===== src/rtl/wave_seq_pkg.sv =====
// Shared types and constants for the waveform sequencer: state and mode encodings,
// program-entry field layout, and the reset-default entry.
package wave_seq_pkg;

  localparam int unsigned MODE_W = 2;
  localparam int unsigned STEP_W = 4;
  localparam int unsigned PH_W   = 8;
  localparam int unsigned OP_W   = 8;

  // Entry layout is {mode, step, dur}; dur sits at the LSBs and its width is per-instance.
  localparam int unsigned DUR_LSB = 0;

  typedef enum logic [1:0] {
    ST_IDLE = 2'd0,
    ST_LOAD = 2'd1,
    ST_RUN  = 2'd2,
    ST_DONE = 2'd3
  } state_e;

  typedef enum logic [1:0] {
    MODE_ZERO   = 2'b00,
    MODE_SQ_HI  = 2'b01,
    MODE_SQ_MID = 2'b10,
    MODE_RAMP   = 2'b11
  } mode_e;

  localparam logic [MODE_W-1:0] DEF_MODE = MODE_SQ_HI;
  localparam logic [STEP_W-1:0] DEF_STEP = 4'd1;
  localparam int unsigned       DEF_DUR  = 1;

  function automatic int unsigned entry_w(input int unsigned dur_w);
    return MODE_W + STEP_W + dur_w;
  endfunction

endpackage


===== src/rtl/wave_phase_gen.sv =====
// 8-bit phase accumulator; a zero step advances by one, wrap_c flags the add carry.
module wave_phase_gen
  import wave_seq_pkg::*;
(
  input  logic              clk,
  input  logic              rst,
  input  logic              clr,
  input  logic              en,
  input  logic [STEP_W-1:0] step,
  output logic [PH_W-1:0]   phase,
  output logic              wrap_c
);

  logic [STEP_W-1:0] eff_step;
  logic [PH_W:0]     sum;

  always_comb begin
    eff_step = (step == '0) ? STEP_W'(1) : step;
    sum      = {1'b0, phase} + (PH_W+1)'(eff_step);
    wrap_c   = en & sum[PH_W];
  end

  always_ff @(posedge clk or negedge rst) begin
    if (!rst) begin
      phase <= '0;
    end else if (clr) begin
      phase <= '0;
    end else if (en) begin
      phase <= sum[PH_W-1:0];
    end
  end

endmodule


===== src/rtl/wave_seq_ctrl.sv =====
// Programmable waveform sequencer: plays a table of {mode, step, dur} segments,
// optionally looping, and decodes the phase accumulator into an 8-bit sample.
module wave_seq_ctrl
  import wave_seq_pkg::*;
#(
  parameter  int unsigned NSEG  = 4,
  parameter  int unsigned DUR_W = 8,
  localparam int unsigned SEG_W = $clog2(NSEG),
  localparam int unsigned ENT_W = entry_w(DUR_W)
) (
  input  logic             clk,
  input  logic             rst,
  input  logic             wr_en,
  input  logic [SEG_W-1:0] wr_addr,
  input  logic [ENT_W-1:0] wr_data,
  input  logic             start,
  input  logic             stop,
  input  logic             loop,
  output logic [OP_W-1:0]  op,
  output logic             busy,
  output logic             done,
  output logic [SEG_W-1:0] seg
);

  localparam int unsigned STEP_LSB = DUR_LSB + DUR_W;
  localparam int unsigned MODE_LSB = STEP_LSB + STEP_W;
  localparam logic [ENT_W-1:0] DEF_ENTRY = {DEF_MODE, DEF_STEP, DUR_W'(DEF_DUR)};

  logic [ENT_W-1:0]  tbl [NSEG];
  logic [ENT_W-1:0]  cur;
  logic [MODE_W-1:0] cur_mode;
  logic [STEP_W-1:0] cur_step;
  logic [DUR_W-1:0]  cur_dur;

  state_e            state, state_nxt;
  logic [SEG_W-1:0]  seg_nxt;
  logic [MODE_W-1:0] work_mode, mode_nxt;
  logic [STEP_W-1:0] work_step, step_nxt;
  logic [DUR_W-1:0]  work_dur, dur_nxt;
  logic [DUR_W-1:0]  wrap_cnt, wrap_nxt;
  logic              seg_end;

  logic [PH_W-1:0]   phase;
  logic              wrap_c;
  logic              run;

  // Program table; the entry is only read during LOAD, so live rewrites apply next pass.
  always_ff @(posedge clk or negedge rst) begin
    if (!rst) begin
      for (int unsigned i = 0; i < NSEG; i++) tbl[i] <= DEF_ENTRY;
    end else if (wr_en) begin
      tbl[wr_addr] <= wr_data;
    end
  end

  always_comb begin
    cur      = tbl[seg];
    cur_mode = cur[MODE_LSB +: MODE_W];
    cur_step = cur[STEP_LSB +: STEP_W];
    cur_dur  = cur[DUR_LSB +: DUR_W];
  end

  assign run = (state == ST_RUN);

  wave_phase_gen u_phase (
    .clk    (clk),
    .rst    (rst),
    .clr    (!run),
    .en     (run),
    .step   (work_step),
    .phase  (phase),
    .wrap_c (wrap_c)
  );

  always_ff @(posedge clk or negedge rst) begin
    if (!rst) begin
      state     <= ST_IDLE;
      seg       <= '0;
      work_mode <= '0;
      work_step <= '0;
      work_dur  <= '0;
      wrap_cnt  <= '0;
      busy      <= 1'b0;
      done      <= 1'b0;
    end else begin
      state     <= state_nxt;
      seg       <= seg_nxt;
      work_mode <= mode_nxt;
      work_step <= step_nxt;
      work_dur  <= dur_nxt;
      wrap_cnt  <= wrap_nxt;
      busy      <= (state_nxt != ST_IDLE);
      done      <= (state_nxt == ST_DONE);
    end
  end

  always_comb begin
    state_nxt = state;
    seg_nxt   = seg;
    mode_nxt  = work_mode;
    step_nxt  = work_step;
    dur_nxt   = work_dur;
    wrap_nxt  = wrap_cnt;
    seg_end   = 1'b0;

    case (state)
      ST_IDLE: begin
        if (start && !stop) begin
          state_nxt = ST_LOAD;
          seg_nxt   = '0;
        end
      end
      ST_LOAD: begin
        mode_nxt = cur_mode;
        step_nxt = cur_step;
        dur_nxt  = cur_dur;
        wrap_nxt = '0;
        if (cur_dur == '0) seg_end = 1'b1;
        else               state_nxt = ST_RUN;
      end
      ST_RUN: begin
        if (wrap_c) begin
          wrap_nxt = wrap_cnt + 1'b1;
          if ((DUR_W+1)'(wrap_cnt) + (DUR_W+1)'(1) == (DUR_W+1)'(work_dur)) seg_end = 1'b1;
        end
      end
      ST_DONE: state_nxt = ST_IDLE;
      default: state_nxt = ST_IDLE;
    endcase

    if (seg_end) begin
      if (seg != SEG_W'(NSEG - 1)) begin
        seg_nxt   = seg + 1'b1;
        state_nxt = ST_LOAD;
      end else if (loop) begin
        seg_nxt   = '0;
        state_nxt = ST_LOAD;
      end else begin
        state_nxt = ST_DONE;
      end
    end

    // Abort wins over segment completion; seg keeps its current value.
    if (stop && state != ST_IDLE) begin
      state_nxt = ST_IDLE;
      seg_nxt   = seg;
    end
  end

  always_comb begin
    op = '0;
    if (run) begin
      case (work_mode)
        MODE_SQ_HI:  op = phase[7] ? 8'hFF : 8'h00;
        MODE_SQ_MID: op = phase[6] ? 8'hFF : 8'h00;
        MODE_RAMP:   op = phase;
        default:     op = '0;
      endcase
    end
  end

endmodule

===== config.mk =====
export PLATFORM = sky130hd
export DESIGN_NAME = wave_seq_ctrl
export DESIGN_NICKNAME = d
export VERILOG_FILES = /design/src/rtl/wave_seq_pkg.sv /design/src/rtl/wave_phase_gen.sv /design/src/rtl/wave_seq_ctrl.sv
export SDC_FILE = /design/constraint.sdc
export NUM_CORES = 1
export LEC_CHECK = 0
export CORE_ASPECT_RATIO = 2
export CORE_UTILIZATION = 50
export CTS_CLUSTER_DIAMETER = 80
export DETAILED_ROUTE_END_ITERATION = 10
export DONT_BUFFER_PORTS = 1
export PLACE_DENSITY_LB_ADDON = 0.12
export REMOVE_ABC_BUFFERS = 1
export SLEW_MARGIN = 20
export SYNTH_ARGS = -nofsm -noshare
export SYNTH_HDL_FRONTEND = slang
export SYNTH_SLANG_ARGS = --single-unit

===== constraint.sdc =====
create_clock -name clk -period 6.2 [get_ports clk]
set_input_delay 0.31 -clock clk [delete_from_list [all_inputs] [get_ports clk]]
set_output_delay 0.31 -clock clk [all_outputs]
set_load 0.02 [all_outputs]

==> results <==
- After detailed routing, the total wire length is 8808 um.
- The clock arrives with around 0.0055 ns of skew.
- The die footprint is 0.009610 mm2.
- The number of nets at the end of the flow is 404.
- The most frequent cell after synthesis is sky130_fd_sc_hd__dfrtp_1.
- Entering global routing, the biggest net connects 93 pins.
- The total number of yosys warnings is 0.
- The cell type with the largest total area after synthesis is sky130_fd_sc_hd__dfrtp_1.
- Across the whole layout, storage elements account for 0.002317 mm2.
- The post-route setup TNS is 0 ns.
- The number of placed instances, taps included is about 460.
- The initial cell density of the core is 51.38%.
- Once layout is complete, the cells apart from fillers number ~480.
- Max-cap violations in this run came to 0.
- The number of max-slew violations in the final report is 0.
- The clock drives 92 sinks.
- The routed layout has 2855 vias.
- The post-route minimum period is 3.662 ns.
- The core region area is a little under 0.009 mm2.
- The final cycle utilization of the critical path is just under 60%.
- The clock passes through at most 2 buffers.
- In the final layout, the multi-input gates occupy 0.002162 mm2.
- The number of different library cells used by synthesis comes to 50.
- Counting flops with a built-in enable in the synthesized netlist gives 0.
- Setup repair after global routing left no endpoint under its margin.
- After filler insertion, the fill cell instance count of the layout stands at between 700 and 800.
- The first detailed-routing pass took 4 iterations.
- The worst slew margin relative to its limit is between 30 and 40%.
- After synthesis, the most frequently instantiated cells are 80 x sky130_fd_sc_hd__dfrtp_1, 56 x sky130_fd_sc_hd__mux2_1, 23 x sky130_fd_sc_hd__nand2_1.
- After synthesis, the cell types taking the most area are sky130_fd_sc_hd__dfrtp_1 44%, sky130_fd_sc_hd__mux2_1 14%, sky130_fd_sc_hd__dfstp_2 6.9%, sky130_fd_sc_hd__mux4_2 6.9%, sky130_fd_sc_hd__mux2_2 2.7%.
- The number of I/O pins is 34.
- The clock insertion delay at the later pin of the skew report is 0.34 ns.
- For this run, the top clock speed supported by timing is 273.1 MHz.
- Cells fill a little under three fifths of the core in the end.
- The number of global-route vias before repair is 2921.
- The placement row count is 49.
- The die is 69.82 um wide.
- The worst setup path is of the reg2reg kind.
- Data arrives at the worst endpoint at a little under 4 ns.
- The actual transition at the worst max-transition pin is 0.9888 ns.
- Registers are responsible for 45.7% of the overall power.
- The hold slack is roughly 0.096 ns.
- Along the worst path, the maximum fanout reaches 18.
- The flip-flop and latch count after synthesis is 92.
- The stage delay of the slowest cell on the critical path is 0.56 ns.
- Clock tree synthesis inserted a total of 9 buffers.
- The number of failing hold endpoints at the final stage is 0.
- The switching power share of the total is between 20% and 30%.
- The number of post-CTS setup repair buffers is 0.
- The height of the die is 137.6 um.
- The worst setup path is captured at a flop.
- The total non-filler cell area in the finished layout is 0.005010 mm2.
- The leakage component of the power is 2.040 nW.
- Of the cells placed in the final design, the portion with a size suffix greater than 1 is 16.45%.
- The share of async-settable or async-resettable flops after synthesis is 100.0%.
- The count of nets left with antenna violations after detail routing is 0.
- In this run the number of H-tree levels came out at 3.
- The cell area power density is 368.2 mW/mm2.
- The internal portion of the total power is 1.295 mW.
- The share of the synthesized area in the top cell type is 43.53%.
- The instance area after placement is 0.004674 mm2.
- The post-route total power is ~1.8 mW.
- The clock slew seen by the registers of the worst setup and hold paths is 0.06 ns.
- The count of routing violations after the opening detailed-route iteration is 106.
- Sequential cells were found to cover 50.38% of the synthesized design area.
- The number of buffers inserted by port buffering is 0.
- The number of instances in the synthesized netlist is 372.
- The first global-routing pass estimated 14550 um of wire.
- The HPWL after detailed placement is 6271 um.
- The least setup slack across all paths after layout is approximately 2.5 ns.
- For this run, design rule violations remaining after detail routing come to 0.
- The main flop type after synthesis is sky130_fd_sc_hd__dfrtp_1.
- IR analysis of the VDD net gives a maximum drop of around 0.00021 V.
- The synthesized netlist occupies a cell area of 0.004599 mm2.
- The count of inserted antenna diode cells is 0.
- The via-per-instance ratio is 5.960.
- The number of antenna violations at the first check in global routing is 0.
- The cell sitting at the root of the clock tree is a sky130_fd_sc_hd__clkbuf_16.
- The critical path goes through nor3_1, or2_2, ha_1, inv_1, fa_1, nand2b_1, a21oi_1, nand4_1, a2111oi_0, o211ai_1, and2_4, o32ai_2.
- A synthesized cell averages 12.36 um2.
- In this run, the combinational gates consume 24.7% of the power.
- TritonCTS built the clock tree.
- The analysis attributes to net switching a power of 0.5496 mW.
- At the worst endpoint, the required time is ~6.5 ns.
- OpenSTA, run right after detailed placement, puts the worst setup slack at 2.457 ns.
- Setup violations remaining at the end of the flow were counted as 0.
- The aggregate global routing overflow is 0.
- The worst hold path belongs to the class in2reg.
- The overall routing resource usage is 20.03%.
- The kind of start point of the critical path is a flop.
- The run finished with clean final reports.
- Per report_power, the clock group accounts for 29.6% of the total.
- The slowest cell on the critical path is sky130_fd_sc_hd__nand4_1.
- The area added between synthesis and finish is 8.923%.
- Routability-driven placement finished with a final weighted congestion of 0.8447.
- The routed wirelength normalized by instance count is 18.39 um.
[placed cells by master (no fill, tap or decap), drive strengths merged, types with 2 or more instances in the layout]
cell	count
nor2b	4
nand3	9
or2	3
o211ai	3
nand3b	2
nor3	3
mux4	14
xnor2	11
nand4	2
or4	3
ha	9
o21ai	24
xor2	4
clkinv	2
buf	3
o31ai	4
nor3b	2
dfrtp	80
inv	14
and3	2
mux2	67
nand2b	5
a2111oi	2
nor2	18
clkbuf	12
a21oi	12
nand2	23
dfstp	12
a21o	2
and2	10
a211oi	2
[layout make-up]
| type | instances | share of cell area [%] |
|---|---|---|
| clock buffers | 12 | 4.920 |
| clock inverters | 4 | 1.024 |
| inverters | 14 | 1.049 |
| multi-input cells | 251 | 43.16 |
| flip-flops and latches | 92 | 46.25 |
| well taps | 102 | 2.547 |
| repair buffers | 4 | 1.049 |
[worst max-delay path, delay by kind of cell (launching register included)]
family	cells	cell delay [ns]
adders and majority gates	2	0.54
and+or+nand+nor	5	1.29
buffers and inverters	1	0.06
AOI/OAI and AO/OA	4	1.28
DFF	1	0.40
[cell families after synthesis]
kind of cell             share of synthesized area, %
buffers and inverters                           2.720
flip-flops                                      50.38
multiplexers                                    23.48
XOR/XNOR                                        2.856
AND/OR/NAND/NOR                                 9.956
adder cells (fa/ha/maj)                         2.884
AO/OA/AOI/OAI                                   7.726
[layer usage]
metal  wire length (um)  global-route usage (%)  vias up
met4                184                   8.667        0
met5                  0                       0        -
met1               3448                   22.31     1463
met3                338                   5.048       11
met2               4836                   35.84       47
li1                   -                       -     1334
[state kept, by name, summed over array words and instances (netlist names), 2 cells and up]
name           flops
tbl               56
work_step          4
state              2
u_phase.phase      8
work_dur           8
work_mode          2
seg                2
wrap_cnt           8
[repair_timing]
item	CTS	global route
hold buffers	2	0
gates resized for setup	0	0
hold endpoints to repair	92	0
endpoints found under the setup margin	0	0
[power groups by stage]
stage          logic (mW)  registers [mW]  clock network [mW]
2_1_floorplan       0.364           0.822                   0
3_3_place_gp        0.436           0.848                   0
3_5_place_dp        0.450           0.856                   0
4_1_cts             0.466           0.846               0.561
5_1_grt             0.512           0.864               0.581
6_report            0.456           0.843               0.545
[final timing paths]
path | startpoint | end | depth (start not counted) | slack (ns)
setup / recovery | work_step[1] | seg[1] | 12 | 2.54
hold / removal | wr_data[2] | tbl[30] | 1 | 0.1
setup reg to reg | work_step[1] | seg[1] | 12 | 2.54
hold reg to reg | tbl[52] | tbl[52] | 1 | 0.48
max in group asynchronous | rst | tbl[28] | 2 | 5.28
min in group asynchronous | rst | u_phase.phase[3] | 2 | 0.52
(Power assumes the default switching activity.)
